**config.mk**
```make
export PLATFORM = sky130hd
export DESIGN_NAME = keccak_stream_sequencer
export DESIGN_NICKNAME = d
export VERILOG_FILES = /design/src/rtl/keccak_seq_pkg.sv /design/src/rtl/keccak_seq_timer.sv /design/src/rtl/keccak_stream_sequencer.sv
export SDC_FILE = /design/constraint.sdc
export NUM_CORES = 1
export LEC_CHECK = 0
export BUFFER_PORTS_ARGS = -buffer_cell sky130_fd_sc_hd__buf_2
export CORE_AREA = 2 2 435 437
export DETAILED_ROUTE_END_ITERATION = 10
export DIE_AREA = 0 0 437 439
export GPL_ROUTABILITY_DRIVEN = 0
export PLACE_DENSITY_LB_ADDON = 0.3
export REMOVE_ABC_BUFFERS = 1
export SLEW_MARGIN = 20
export SYNTH_ARGS = -nofsm -noshare
export SYNTH_HDL_FRONTEND = slang
export SYNTH_SLANG_ARGS = --single-unit
```
**constraint.sdc**
```tcl
create_clock -name clk -period 2.25 [get_ports clk]
set_clock_uncertainty 0.1 [all_clocks]
set_input_delay 0.1125 -clock clk [delete_from_list [all_inputs] [get_ports clk]]
set_output_delay 0.1125 -clock clk [all_outputs]
set_load 0.01 [all_outputs]
```
**src/rtl/keccak_seq_pkg.sv**
```systemverilog
// -----------------------------------------------------------------------------
// keccak_seq_pkg
// Shared types and constants for the keccak stream sequencer.
//   seq_state_e : sequencer FSM states
//   SZ_*        : out_size encodings understood by the keccak core
//   BYTES_FULL  : s_bytes / byte_num encoding for a complete 4-byte word
// -----------------------------------------------------------------------------
package keccak_seq_pkg;

    typedef enum logic [2:0] {
        IDLE     = 3'd0,
        CORE_RST = 3'd1,
        FEED     = 3'd2,
        PAD      = 3'd3,
        WAIT_OUT = 3'd4,
        DONE     = 3'd5
    } seq_state_e;

    localparam logic [1:0] SZ_224 = 2'd0;
    localparam logic [1:0] SZ_256 = 2'd1;
    localparam logic [1:0] SZ_384 = 2'd2;
    localparam logic [1:0] SZ_512 = 2'd3;

    localparam logic [1:0] BYTES_FULL = 2'd0;

endpackage

```
**src/rtl/keccak_seq_timer.sv**
```systemverilog
// -----------------------------------------------------------------------------
// keccak_seq_timer
// Saturating watchdog counter used while the sequencer waits for the digest.
// Ports:
//   clk, reset  : clock, synchronous active-high reset
//   clear_i     : force the count to zero (has priority over enable_i)
//   enable_i    : count one per cycle until LIMIT is reached
//   expired_o   : high while the count equals LIMIT
// -----------------------------------------------------------------------------
module keccak_seq_timer #(
    parameter int unsigned LIMIT = 4096
) (
    input  logic clk,
    input  logic reset,
    input  logic clear_i,
    input  logic enable_i,
    output logic expired_o
);

    localparam int unsigned   CW      = $clog2(LIMIT + 1);
    localparam logic [CW-1:0] LIMIT_C = CW'(LIMIT);

    logic [CW-1:0] count_q;
    logic [CW-1:0] count_d;

    // Next count: clear wins, otherwise count up and hold at the limit.
    always_comb begin
        count_d = count_q;
        if (clear_i) begin
            count_d = {CW{1'b0}};
        end else if (enable_i && (count_q != LIMIT_C)) begin
            count_d = count_q + {{(CW-1){1'b0}}, 1'b1};
        end else begin
            count_d = count_q;
        end
    end

    // Count register.
    always_ff @(posedge clk) begin
        if (reset) begin
            count_q <= {CW{1'b0}};
        end else begin
            count_q <= count_d;
        end
    end

    assign expired_o = (count_q == LIMIT_C);

endmodule

```
**src/rtl/keccak_stream_sequencer.sv**
```systemverilog
// -----------------------------------------------------------------------------
// keccak_stream_sequencer
// Drives one keccak core from a 32-bit valid/ready message stream: resets the
// core at the start of each message, forwards words while the core buffer has
// room, turns the final word into the core's is_last/byte_num encoding (adding
// an empty pad word after a full final word), then captures the digest and
// offers it on a valid/ready output.
//
// Ports:
//   clk, reset                      clock, synchronous active-high reset
//   cfg_out_size                    digest size, latched when a message starts
//   s_data/s_valid/s_ready          message word stream (first byte in [31:24])
//   s_last/s_bytes                  end of message, valid bytes in last word
//   core_reset, core_in,            keccak core control / data
//   core_in_ready, core_is_last,
//   core_byte_num, core_out_size
//   core_buffer_full, core_out,     keccak core status / digest
//   core_out_ready
//   dig_data/dig_valid/dig_ready    captured digest stream
//   busy                            high whenever the FSM is not in IDLE
//   err_timeout                     watchdog pulse (KECCAK_SEQ_TIMEOUT_EN only)
//
// Build option: define KECCAK_SEQ_TIMEOUT_EN to add the WAIT_OUT watchdog, the
// TIMEOUT_CYCLES parameter and the err_timeout port. Without it the sequencer
// waits for the digest indefinitely.
// -----------------------------------------------------------------------------
module keccak_stream_sequencer
    import keccak_seq_pkg::*;
#(
    parameter int unsigned DIGEST_W = 512
`ifdef KECCAK_SEQ_TIMEOUT_EN
    ,
    parameter int unsigned TIMEOUT_CYCLES = 4096
`endif
) (
    input  logic                clk,
    input  logic                reset,
    input  logic [1:0]          cfg_out_size,
    input  logic [31:0]         s_data,
    input  logic                s_valid,
    output logic                s_ready,
    input  logic                s_last,
    input  logic [1:0]          s_bytes,
    output logic                core_reset,
    output logic [31:0]         core_in,
    output logic                core_in_ready,
    output logic                core_is_last,
    output logic [1:0]          core_byte_num,
    input  logic                core_buffer_full,
    input  logic [DIGEST_W-1:0] core_out,
    input  logic                core_out_ready,
    output logic [1:0]          core_out_size,
    output logic [DIGEST_W-1:0] dig_data,
    output logic                dig_valid,
    input  logic                dig_ready,
    output logic                busy
`ifdef KECCAK_SEQ_TIMEOUT_EN
    ,
    output logic                err_timeout
`endif
);

    seq_state_e          state_q;
    seq_state_e          state_d;
    logic                core_reset_q;
    logic [1:0]          out_size_q;
    logic [DIGEST_W-1:0] dig_data_q;
    logic                dig_valid_q;
    logic                word_fire_s;
    logic                tmo_fire_s;

    // A stream word is handed to the core only when the core can take it.
    assign word_fire_s = (state_q == FEED) && s_valid && !core_buffer_full;

`ifdef KECCAK_SEQ_TIMEOUT_EN
    logic tmo_expired_s;

    keccak_seq_timer #(
        .LIMIT (TIMEOUT_CYCLES)
    ) u_timer (
        .clk       (clk),
        .reset     (reset),
        .clear_i   (state_q != WAIT_OUT),
        .enable_i  (state_q == WAIT_OUT),
        .expired_o (tmo_expired_s)
    );

    // A digest arriving on the expiry cycle still wins over the timeout.
    assign tmo_fire_s  = (state_q == WAIT_OUT) && !core_out_ready && tmo_expired_s;
    assign err_timeout = tmo_fire_s;
`else
    assign tmo_fire_s = 1'b0;
`endif

    // Next-state logic.
    always_comb begin
        state_d = state_q;
        case (state_q)
            IDLE: begin
                if (s_valid) begin
                    state_d = CORE_RST;
                end else begin
                    state_d = IDLE;
                end
            end
            CORE_RST: begin
                state_d = FEED;
            end
            FEED: begin
                if (word_fire_s && s_last) begin
                    // A full final word cannot carry is_last; it needs a pad word.
                    if (s_bytes != BYTES_FULL) begin
                        state_d = WAIT_OUT;
                    end else begin
                        state_d = PAD;
                    end
                end else begin
                    state_d = FEED;
                end
            end
            PAD: begin
                if (!core_buffer_full) begin
                    state_d = WAIT_OUT;
                end else begin
                    state_d = PAD;
                end
            end
            WAIT_OUT: begin
                if (core_out_ready) begin
                    state_d = DONE;
                end else if (tmo_fire_s) begin
                    state_d = IDLE;
                end else begin
                    state_d = WAIT_OUT;
                end
            end
            DONE: begin
                if (dig_ready) begin
                    state_d = IDLE;
                end else begin
                    state_d = DONE;
                end
            end
            default: begin
                state_d = IDLE;
            end
        endcase
    end

    // Core-side and stream-side handshake outputs; words pass through unregistered.
    always_comb begin
        s_ready       = 1'b0;
        core_in       = 32'd0;
        core_in_ready = 1'b0;
        core_is_last  = 1'b0;
        core_byte_num = 2'd0;
        case (state_q)
            FEED: begin
                s_ready       = !core_buffer_full;
                core_in       = s_data;
                core_in_ready = word_fire_s;
                if (word_fire_s && s_last && (s_bytes != BYTES_FULL)) begin
                    core_is_last  = 1'b1;
                    core_byte_num = s_bytes;
                end else begin
                    core_is_last  = 1'b0;
                    core_byte_num = 2'd0;
                end
            end
            PAD: begin
                // Empty final word: is_last with byte_num 0 and zero data.
                if (!core_buffer_full) begin
                    core_in_ready = 1'b1;
                    core_is_last  = 1'b1;
                end else begin
                    core_in_ready = 1'b0;
                    core_is_last  = 1'b0;
                end
            end
            default: begin
                s_ready = 1'b0;
            end
        endcase
    end

    // State register.
    always_ff @(posedge clk) begin
        if (reset) begin
            state_q <= IDLE;
        end else begin
            state_q <= state_d;
        end
    end

    // Core reset: held during our own reset, one pulse per message, and after a timeout.
    always_ff @(posedge clk) begin
        if (reset) begin
            core_reset_q <= 1'b1;
        end else begin
            core_reset_q <= (state_d == CORE_RST) || tmo_fire_s;
        end
    end

    // Digest size latch, sampled only when a new message begins.
    always_ff @(posedge clk) begin
        if (reset) begin
            out_size_q <= SZ_224;
        end else if ((state_q == IDLE) && s_valid) begin
            out_size_q <= cfg_out_size;
        end else begin
            out_size_q <= out_size_q;
        end
    end

    // Digest capture and output handshake.
    always_ff @(posedge clk) begin
        if (reset) begin
            dig_data_q  <= {DIGEST_W{1'b0}};
            dig_valid_q <= 1'b0;
        end else if ((state_q == WAIT_OUT) && core_out_ready) begin
            dig_data_q  <= core_out;
            dig_valid_q <= 1'b1;
        end else if ((state_q == DONE) && dig_ready) begin
            dig_valid_q <= 1'b0;
        end else begin
            dig_valid_q <= dig_valid_q;
        end
    end

    assign core_reset    = core_reset_q;
    assign core_out_size = out_size_q;
    assign dig_data      = dig_data_q;
    assign dig_valid     = dig_valid_q;
    assign busy          = (state_q != IDLE);

endmodule

```
==> results.cfg <==
[cells_and_area]
final_core_util_pct = 18.8
nets = 4493
area_growth_pct = 94.7
instances_no_fill = 6541
layout-drive-gt1-share_pct = 33.2

[synth]
ys_seq_area_share_pct = 57.7
syn_inst = 2305
yosys.area_share.xor_xnor_pct = 0
synth_top_family_by_area = simple AND/OR/NAND/NOR gates
syn_area_um2 = 18000
synth_compound_area_share_pct = 14.7
postSynthAreaPerCell_um2 = 7.82
synth_cell_types = 29
synth_warnings = 0
ys_seq_elements = 519
synth_simple_gate_area_share_pct = 23.4
synthMuxAreaShare_pct = 0.111
synth_fa_ha_area_share_pct = 0

[worst_setup_path]
critPathLaunch = s_last
critPathBufInv = 4
timing.rr.end = dig_data[20]
worst-path-stages = 8
r2r_start = state_q[2]
reg2reg_slack_ns = 0.03
crit_chain = dlygate4sd3_1, buf_2, o211ai_1, dlygate4sd3_1, a21oi_2, dlygate4sd3_1, a21oi_2, a31o_1
path_common_cell = dlygate4sd3_1
worstPathArrival_ns = 2.77
critPathMaxFanout = 3
reg2reg_depth = 6
timing_worst_setup_path_type = in2reg
cp.required_ns = 2.69
critPathTopFamily = buffers and inverters
crit_path_end_kind = flip-flop
start_kind = input port
cp_slowest_cell = dlygate4sd3_1
slowest_delay_ns = 0.67

[floorplanning]
die_area_um2 = 192000
rows = 159
dieWidth_um = 437
start_util_pct = 9.64
die_y_um = 439
ioPinCount = 1109
core_um2 = 187000

[power_and_ir_drop]
seqPwrFrac_pct = 39.7
p_leak_nw = 14.7
total_power_w = 0.0234
p_switching_w = 0.00595
irDropWorstVdd_uv = 528
clkPwrFrac_pct = 51.3
pwr-share-comb_pct = 9.0
power.internal_w = 0.0175
netSwitchingFraction_pct = 25.4
p_per_area_nw_per_um2 = 668

[global_route]
globalRouteOverflowTotal = 0
antenna_found_initial = 50
grt_use_total_pct = 13.7
grt_max_degree = 109
grt_pass1_wl_um = 183000
grt_pass1_vias = 22400

[sta]
maxSlewHeadroom_pct = 61.1
min_period_ns = 2.32
rsz0062_at_grt = yes
worst_pin_slew_ns = 0.583
fin_crit_sh_pct = 103
setup_viol_count_final = 2
fmaxAchievable_mhz = 431
timing.hold.ws_ns = 0.102
fin_setup_tns_ns = -0.0892
final_hold_viol_count = 0
fin_ws_ns = -0.0723
drv_slew = 0

[routing]
drt-total-wl_um = 140000
wl_per_cell_um = 21.4
drtIter0Drc = 1806
routed_via_density = 3.53
drc_errors = 0
drt-pass1-iter-count = 6
postRouteAntennaNets = 0
vias = 23100

[worst_hold_path]
hp-start = s_valid
min_to = state_q[0]
hp-class = in2reg
hold_depth = 4

[clock_tree]
clock_sinks = 519
clk_latency_ns = 0.67
cts_buffers = 72
h-tree-depth = 3
cts_tree = done
root_buffer = clkbuf_16
clkTransAtPathRegs_ns = 0.05
clockBufferDepth = 3

[outcome]
violations = negative setup slack
status = finished, violations left

[placed_design]
portBuffers = 1108
placed_cells = 5797
hpwlAfterDp_um = 112000

[job]
drv_cap = 0
-- area by class of cell --
cell class | instances | area (µm²)
Antenna cell | 57 | 143
Clock buffer | 97 | 2100
Clock inverter | 28 | 362
Fill cell | 21200 | 152000
Inverter | 2 | 7.51
Multi-Input combinational cell | 1613 | 6960
Sequential cell | 519 | 10400
Tap cell | 2495 | 3120
Timing Repair Buffer | 1730 | 12000
-- stage by stage --
stage | setup slack [ns] | instance area [µm²]
global placement | 0.209 | 26700
finish | -0.0723 | 35100
detailed placement | 0.205 | 26700
floorplan | -7.32 | 17300
global route | -0.0162 | 35100
CTS | 0.00643 | 34700
-- synth_stat cells, drive strengths merged --
cell / number / area [µm²]
nand2: 1028 / 3860
dfxtp: 519 / 10400
a21oi: 515 / 2580
clkbuf: 109 / 409
buf: 65 / 334
and2: 35 / 219
nor2: 9 / 33.8
and3: 4 / 27.5
inv: 2 / 7.51
mux2i: 2 / 20.0
nor2b: 2 / 12.5
o21ai: 2 / 10.0
a21o: 1 / 8.76
a2bb2oi: 1 / 8.76
a31o: 1 / 8.76
a31oi: 1 / 6.26
a32oi: 1 / 16.3
and2b: 1 / 10.0
nand4: 1 / 6.26
nor3b: 1 / 7.51
nor4b: 1 / 15.0
o211ai: 1 / 7.51
or2b: 1 / 7.51
or3: 1 / 6.26
or3b: 1 / 8.76
-- power groups by stage --
stage	registers (W)	logic, W	clock network [W]
floorplan	0.00952	0.000234	0
global placement	0.00949	0.00125	0
detailed placement	0.00949	0.00125	0
CTS	0.00929	0.00210	0.0125
global route	0.00930	0.00226	0.0128
finish	0.00930	0.00212	0.0120
-- layer usage --
metal  part of all wire (%)  track usage [%]  wire length (µm)
met5                   0.33             1.96               466
met1                     39             15.6             54400
met2                     45             21.3             62900
met4                    2.9             3.95              4120
met3                     13             8.10             18300
-- how the worst max path moves through the flow --
stage                    end  slack, ns
2_1_floorplan    dig_data[0]      -7.32
3_3_place_gp   dig_data[410]       0.21
3_5_place_dp   dig_data[144]       0.21
4_1_cts          core_in[18]      0.006
5_1_grt         dig_data[20]      -0.02
6_report          core_reset      -0.07
-- state kept, by name (all words and copies together), names as in the netlist --
name           flops
dig_data         512
core_out_size      2
dig_valid          1
core_reset         1
state_q            3
-- cells by family (layout without fill, tap and decap cells) --
group                  count (synthesis)  in the layout
and+or+nand+nor                     1085           1088
buffers and inverters                176           1857
other                                  0             57
muxes                                  2              2
DFF                                  519            519
AOI/OAI and AO/OA                    523            523
-- timing repair --
action	CTS	global route
endpoints found under the hold margin	519	2
buffers inserted	1	9
pin swaps	1	9
cloned	0	6
endpoints found under the setup margin	35	55
gates resized for setup	5	19
hold buffers	546	1
-- tightest hold or removal path, stage by stage --
cell and delay (ns):
dlymetal6s4s_1 0.33, buf_2 0.20, nand4_1 0.09, a31oi_1 0.09
-- placed cells by master (no fill, tap or decap), types with 2 or more instances in the layout --
cell type,n
dlygate4sd3_1,545
inv_6,5
a21oi_1,513
clkbuf_8,18
clkinv_16,2
inv_16,2
clkbuf_1,6
nor2_1,9
and3_4,3
nand2_1,1027
buf_2,1105
diode_2,57
dfxtp_1,517
bufinv_16,4
a21oi_2,2
o21ai_0,2
nor2b_1,2
and3_2,2
buf_6,3
clkbuf_16,76
clkinvlp_4,3
and2_1,31
clkinv_2,10
and2_4,4
mux2i_1,2
buf_4,48
buf_12,20
buf_16,4
No activity file was read; power rests on OpenSTA's default activity.
